===== src/rtl/bit_serializer_pkg.sv =====
// Shared types and constants for the bit-serial front end and its detector bench.
// No logic; latency n/a; backpressure n/a.
// clog2 sizes the bit counter at elaboration time.
package serializer_pkg;

    localparam int DEFAULT_WIDTH = 8;

    typedef enum logic {
        IDLE  = 1'b0,
        SHIFT = 1'b1
    } state_t;

    function automatic int clog2(input int n);
        int r;
        r = 0;
        for (int i = 0; i < 32; i++) begin
            if ((1 << i) < n) r = i + 1;
        end
        return r;
    endfunction

endpackage


===== src/rtl/bit_serializer_if.sv =====
// Word-in / bit-out bundle between a word producer and the serializer.
// No logic; latency n/a; backpressure via in_valid/in_ready.
// master = producer/observer side, slave = serializer side.
interface bit_serializer_if
    import serializer_pkg::*;
#(
    parameter int WIDTH = DEFAULT_WIDTH
);
    logic [WIDTH-1:0] in_data;
    logic             in_valid;
    logic             in_ready;
    logic             bit_en;
    logic             ser_out;
    logic             ser_valid;
    logic             frame_start;

    modport master (
        output in_data, in_valid, bit_en,
        input  in_ready, ser_out, ser_valid, frame_start
    );

    modport slave (
        input  in_data, in_valid, bit_en,
        output in_ready, ser_out, ser_valid, frame_start
    );
endinterface


===== src/rtl/bit_serializer.sv =====
// Parallel-to-serial shifter with a one-word holding register, one bit per bit_en.
// Latency: word accepted at edge N shows its first bit after edge N+1.
// Backpressure: in_ready drops while the holding register is occupied.
module bit_serializer
    import serializer_pkg::*;
#(
    parameter int WIDTH     = DEFAULT_WIDTH,
    parameter bit MSB_FIRST = 1'b1,
    parameter bit IDLE_BIT  = 1'b0
) (
    input logic             clk,
    input logic             rst,
    bit_serializer_if.slave bus
);

    localparam int            CW   = clog2(WIDTH);
    localparam logic [CW-1:0] LAST = CW'(WIDTH - 1);

    state_t           state;
    state_t           state_nxt;
    logic [WIDTH-1:0] hold;
    logic             hold_full;
    logic [WIDTH-1:0] shreg;
    logic [WIDTH-1:0] shreg_adv;
    logic [CW-1:0]    cnt;
    logic             out_bit;

    logic             ready;
    logic             accept;
    logic             last;
    logic             xfer;
    logic             adv;

    // Ready looks only at registers and reset, so it never waits on in_valid.
    assign ready  = rst & ~hold_full;
    assign accept = bus.in_valid & ready;

    generate
        if (MSB_FIRST) begin : g_msb_first
            assign out_bit   = shreg[WIDTH-1];
            assign shreg_adv = {shreg[WIDTH-2:0], 1'b0};
        end else begin : g_lsb_first
            assign out_bit   = shreg[0];
            assign shreg_adv = {1'b0, shreg[WIDTH-1:1]};
        end
    endgenerate

    always_comb begin
        last      = (cnt == LAST);
        xfer      = 1'b0;
        adv       = 1'b0;
        state_nxt = state;
        case (state)
            IDLE: begin
                // A waiting word launches immediately, bit_en or not.
                if (hold_full) begin
                    xfer      = 1'b1;
                    state_nxt = SHIFT;
                end
            end
            SHIFT: begin
                if (bus.bit_en) begin
                    if (!last) begin
                        adv = 1'b1;
                    end else if (hold_full) begin
                        xfer = 1'b1;
                    end else begin
                        state_nxt = IDLE;
                    end
                end
            end
            default: state_nxt = IDLE;
        endcase
    end

    always_ff @(posedge clk or negedge rst) begin
        if (!rst) begin
            state <= IDLE;
        end else begin
            state <= state_nxt;
        end
    end

    always_ff @(posedge clk or negedge rst) begin
        if (!rst) begin
            hold      <= '0;
            hold_full <= 1'b0;
            shreg     <= '0;
            cnt       <= '0;
        end else begin
            // Accept wins over transfer so a same-edge refill keeps hold_full set.
            if (accept) begin
                hold      <= bus.in_data;
                hold_full <= 1'b1;
            end else if (xfer) begin
                hold_full <= 1'b0;
            end

            if (xfer) begin
                shreg <= hold;
                cnt   <= '0;
            end else if (adv) begin
                shreg <= shreg_adv;
                cnt   <= cnt + 1'b1;
            end
        end
    end

    assign bus.in_ready    = ready;
    assign bus.ser_valid   = (state == SHIFT);
    assign bus.frame_start = (state == SHIFT) && (cnt == '0);
    assign bus.ser_out     = (state == SHIFT) ? out_bit : IDLE_BIT;

endmodule


===== src/flat_wrapper.sv =====
// flat-port wrapper written by rule: the top's interface ports become plain ports
module bit_serializer_flat import serializer_pkg::*;
#(
    parameter int WIDTH     = DEFAULT_WIDTH,
    parameter bit MSB_FIRST = 1'b1,
    parameter bit IDLE_BIT  = 1'b0
)
  (clk, rst, bus_in_data, bus_in_valid, bus_bit_en, bus_in_ready, bus_ser_out, bus_ser_valid, bus_frame_start);
  bit_serializer_if #(.WIDTH(WIDTH)) bus_i ();
  input logic clk;
  input logic rst;
  input wire logic [$bits(bus_i.in_data)-1:0] bus_in_data;
  input wire logic [$bits(bus_i.in_valid)-1:0] bus_in_valid;
  input wire logic [$bits(bus_i.bit_en)-1:0] bus_bit_en;
  output wire logic [$bits(bus_i.in_ready)-1:0] bus_in_ready;
  output wire logic [$bits(bus_i.ser_out)-1:0] bus_ser_out;
  output wire logic [$bits(bus_i.ser_valid)-1:0] bus_ser_valid;
  output wire logic [$bits(bus_i.frame_start)-1:0] bus_frame_start;
  assign bus_i.in_data = bus_in_data;
  assign bus_i.in_valid = bus_in_valid;
  assign bus_i.bit_en = bus_bit_en;
  assign bus_in_ready = bus_i.in_ready;
  assign bus_ser_out = bus_i.ser_out;
  assign bus_ser_valid = bus_i.ser_valid;
  assign bus_frame_start = bus_i.frame_start;
  bit_serializer #(.WIDTH(WIDTH), .MSB_FIRST(MSB_FIRST), .IDLE_BIT(IDLE_BIT)) u_core (.clk(clk), .rst(rst), .bus(bus_i));
endmodule

===== config.mk =====
export PLATFORM = sky130hd
export DESIGN_NAME = bit_serializer_flat
export DESIGN_NICKNAME = d
export VERILOG_FILES = /design/src/rtl/bit_serializer_pkg.sv /design/src/rtl/bit_serializer_if.sv /design/src/rtl/bit_serializer.sv /design/src/flat_wrapper.sv
export SDC_FILE = /design/constraint.sdc
export NUM_CORES = 1
export LEC_CHECK = 0
export CORE_ASPECT_RATIO = 1.2
export CORE_UTILIZATION = 60
export DETAILED_ROUTE_END_ITERATION = 8
export PLACE_DENSITY = 0.81
export SYNTH_ARGS = -nofsm -noshare
export SYNTH_HDL_FRONTEND = slang
export SYNTH_SLANG_ARGS = --single-unit

===== constraint.sdc =====
create_clock -name clk -period 3.3 [get_ports clk]
set_input_delay 0.33 -clock clk [delete_from_list [all_inputs] [get_ports clk]]
set_output_delay 0.33 -clock clk [all_outputs]
set_load 0.1 [all_outputs]

# == After elaboration in Yosys (flattened, before gate mapping) ==
# Cells that the tools add are included.
# word_totals
register_bits,50
in_bits,12
word_cells,32
# op_classes
add_sub_neg,1
eq_ne,1
n_mux,17
n_bitwise,4
reduce_logical,4
# ops
cell,n
$mux W32,2
$add A32 B1 Y32 const B,1
$eq A32 B3 Y1 const B,1
$logic_not A32 Y1,1
$mux W8,2
$mux W1,11
$pmux W1 S2,2
$reduce_bool A2 Y1,2
$and A1 B1 Y1,2
$not A1 Y1,2
$logic_and A1 B1 Y1,1

# == Longest topological paths before layout ==
# depth
ltp_word,6
ltp_mapped,7
depth_no_buf,6

# == Least setup slack after synthesis ==
# Ideal clock, no wire load.
# synth_path
kind,register to output
start,"reg u_core.state, in the netlist u_core.bus.ser_valid"
end,out bus_frame_start
arrival_time_ps,3383
setup_slack_ps,-413
stages_incl_launch_ff,4
path_cell_list,dfrtp_1 clkbuf_1 nand2_1 nor3_1
# synth_via
elab_chain_cells,1
# synth_lines
element,line_no,rtl
"start, declared",bit_serializer.sv:19,state_t state;
"start signal, assigned",bit_serializer.sv:80,state <= state_nxt;
$logic_and A1 B1 Y1,bit_serializer.sv:111,assign bus.frame_start = (state == SHIFT) && (cnt == '0);
"end, declared",flat_wrapper.sv:18,output wire logic [$bits(bus_i.frame_start)-1:0] bus_frame_start;
# Every way passes these cells.

# == Worst setup path in the final report ==
# layout_path
start,reg u_core.cnt[10]
end,out bus_frame_start
# layout_via
elab_chain_cells,2
# layout_lines
element,line_no,rtl
"start, declared",bit_serializer.sv:25,logic [CW-1:0] cnt;
"start signal, assigned",bit_serializer.sv:104,cnt <= cnt + 1'b1;
$logic_not A32 Y1,bit_serializer.sv:111,
$logic_and A1 B1 Y1,bit_serializer.sv:111,
# Every way passes these cells.

==> flow_summary.toml <==
[final_layout]
utilization = 0.708
fin_nets = 283
area_growth_pct = 11.3
regArea_sq_um = 1250
final_area_sq_um = 2830
multiInputGateArea_sq_um = 1210
layout-drive-gt1-share = 0.126
num_antenna_cells = 0
final.fill_count = 330

[detailed_routing]
routed-via-count = 1961
ant_nets = 0
routedWlPerCell_um = 16.1
drc_errors = 0
drt_iter0_markers = 129
dr.pass1.iters = 4
wl_mm = 5.19
via_per_inst = 6.07

[power_and_ir_drop]
p_leak_nw = 1.36
powerDensity_nw_per_um2 = 652
ir_drop_mv = 0.583

[sta]
skew_ps = 10.4
clock.fmax_ghz = 0.425
rsz0062_at_grt = "no"
tns_ps = 0
hold_violations = 0
maxSlewHeadroom = 0.523
holdWs_ps = 186
fin_ws_ps = 948
drv_slew = 0
fin_crit_ps = 2350
setup-violations-final = 0
worst_pin_slew_ps = 715
post-route-period-util = 0.713

[synth]
synth_edf_count = 0
synth.cell_area_sq_um = 2550
async_reset_ff_frac = 1.00
ys_seq_area_frac = 0.491
synth.largest_area_cell = "dfrtp_1"
syn_nets = 266
synth-seq-cells = 50
syn_inst = 252
yosysUniqueCellTypes = 36
yosys.area.top_type_share = 0.491
ys.flop_type = "dfrtp_1"
yosys_warnings = 0
avgSynthCellArea_sq_um = 10.1
synthTopCellsByArea = "dfrtp_1 (49%), xor2_1 (7.9%), nor2_1 (4.7%), nand4_1 (4.2%), mux2_2 (4.0%)"

[worst_setup_path]
crit_chain = "nor4_1 > and4_4 > nand2_1 > nor3_2 > buf_4"
crit_family = "simple AND/OR/NAND/NOR gates"
critPathBufInv = 1
cp_slowest_cell = "dfrtp_1"
timing_worst_setup_path_type = "register to output pin"
crit_fanout = 5
cp-end-kind = "output pin"
arrival_ps = 2020
start_kind = "register"
worstPathRequired_ps = 2970
cpPeakStageDelay_ps = 450

[placement]
finalWeightedCongestion = 0.929
placed_area_sq_um = 2720
dp_hpwl_mm = 3.49
dp_slack_ps = 1080
numPortBuffers = 15

[clock_tree]
cts.htree.levels = 2
cts_tree = "built"
clkSinkCount = 50
clock_latency_ps = 300
cts_hold_buffers = 0
cts_resized = 0
cts_buffers = 5
cts.clk_slew.worst_paths_ps = 90
post_cts_buffers = 0
clk_path_buf_depth = 2
cts-root-buf = "clkbuf_8"

[floorplanning]
initial_core_util = 0.636
die_w_um = 61.5
num_rows = 25
coreArea_sq_um = 4000
io_pins = 16
die_area_sq_um = 4510
die_y_um = 73.4

[global_routing]
grt_pass1_vias = 1941
antenna_found_initial = 0
grt_start_max_net_pins = 51
grt_pass1_wl_mm = 8.61
grt-ovfl-total = 0
grt_use_total = 0.264

[hold_path]
min_path_type = "input pin to asynchronous set/reset pin"

[status]
status = "finished clean"

[job]
cap_violations = 0
==> flip-flops by register name, summed over array words and instances, names as in the netlist <==
signal / flops
u_core.hold: 8
u_core.bus.ser_valid: 1
u_core.shreg: 8
u_core.hold_full: 1
u_core.cnt: 32
==> cell type report <==
class / instances / area share
Sequential cell: 50 / 0.442
Multi-Input combinational cell: 185 / 0.426
Timing Repair Buffer: 19 / 0.0583
Clock buffer: 6 / 0.0292
Tap cell: 54 / 0.0239
Clock inverter: 1 / 0.0106
Inverter: 8 / 0.0106
==> kinds of logic (layout without fill, tap and decap cells) <==
| group | Yosys count | in the layout | share of synthesized area |
|---|---|---|---|
| and+or+nand+nor | 117 | 117 | 0.234 |
| buffers and inverters | 17 | 34 | 0.0369 |
| AOI/OAI and AO/OA | 31 | 31 | 0.0973 |
| DFF | 50 | 50 | 0.491 |
| adders and majority gates | 2 | 2 | 0.00983 |
| muxes | 12 | 12 | 0.0516 |
| xor gates and xnor gates | 23 | 23 | 0.0791 |
==> Yosys cell counts, drive strengths merged (7+ instances only) <==
cell type,instances
buf,7
dfrtp,50
inv,8
mux2,9
nand2,22
nand3,13
nand4,17
nor2,32
nor3,10
xor2,23
==> worst paths after layout <==
| check | start | to | slack [ps] | cells past startpoint |
|---|---|---|---|---|
| max | u_core.cnt[10] | bus_frame_start | 950 | 5 |
| min | rst | u_core.cnt[15] | 190 | 2 |
| max reg2reg | u_core.cnt[10] | u_core.shreg[3] | 1120 | 5 |
| min reg2reg | u_core.shreg[2] | u_core.shreg[2] | 490 | 1 |
| max in group asynchronous | rst | u_core.cnt[6] | 2690 | 2 |
| min in group clk | u_core.shreg[2] | u_core.shreg[2] | 490 | 1 |
==> power by group <==
part	leakage, nW	total, mW	internal, mW	switching (mW)
Sequential	0.654	0.885	0.751	0.134
Combinational	0.649	0.523	0.218	0.305
Clock	0.0573	0.440	0.243	0.197
==> layer usage <==
metal / share of wire / routed length, um / global-route usage / up-vias
met4: 0.019 / 99 / 0.101 / 0
met1: 0.43 / 2250 / 0.321 / 978
met3: 0.038 / 195 / 0.0563 / 11
met2: 0.51 / 2650 / 0.450 / 49
li1: - / - / - / 923
met5: 0 / 0 / 0 / -
==> placed cells by master, fill, tap and decap left out, drive strengths merged, types with 8 or more instances in the layout <==
| cell type | count |
|---|---|
| nand2 | 22 |
| inv | 8 |
| buf | 9 |
| nand4 | 17 |
| mux2 | 9 |
| dfrtp | 50 |
| nor2 | 32 |
| xor2 | 23 |
| nand3 | 13 |
| nor3 | 10 |
| clkdlybuf4s50 | 10 |
==> metrics by stage <==
step,total power [mW],std cells
after floorplan,1.30,252
after global placement,1.40,316
after detailed placement,1.42,316
after CTS,1.86,323
after global routing,1.94,323
final,1.85,323
==> worst reg2reg max path: stages (launching register included) <==
cell     delay (ps)
dfrtp_1         450
nor4_1          330
and4_4          330
a32o_2          670
a22o_1          260
a21o_1           80
Note: power is estimated with default switching activity, not from simulation.
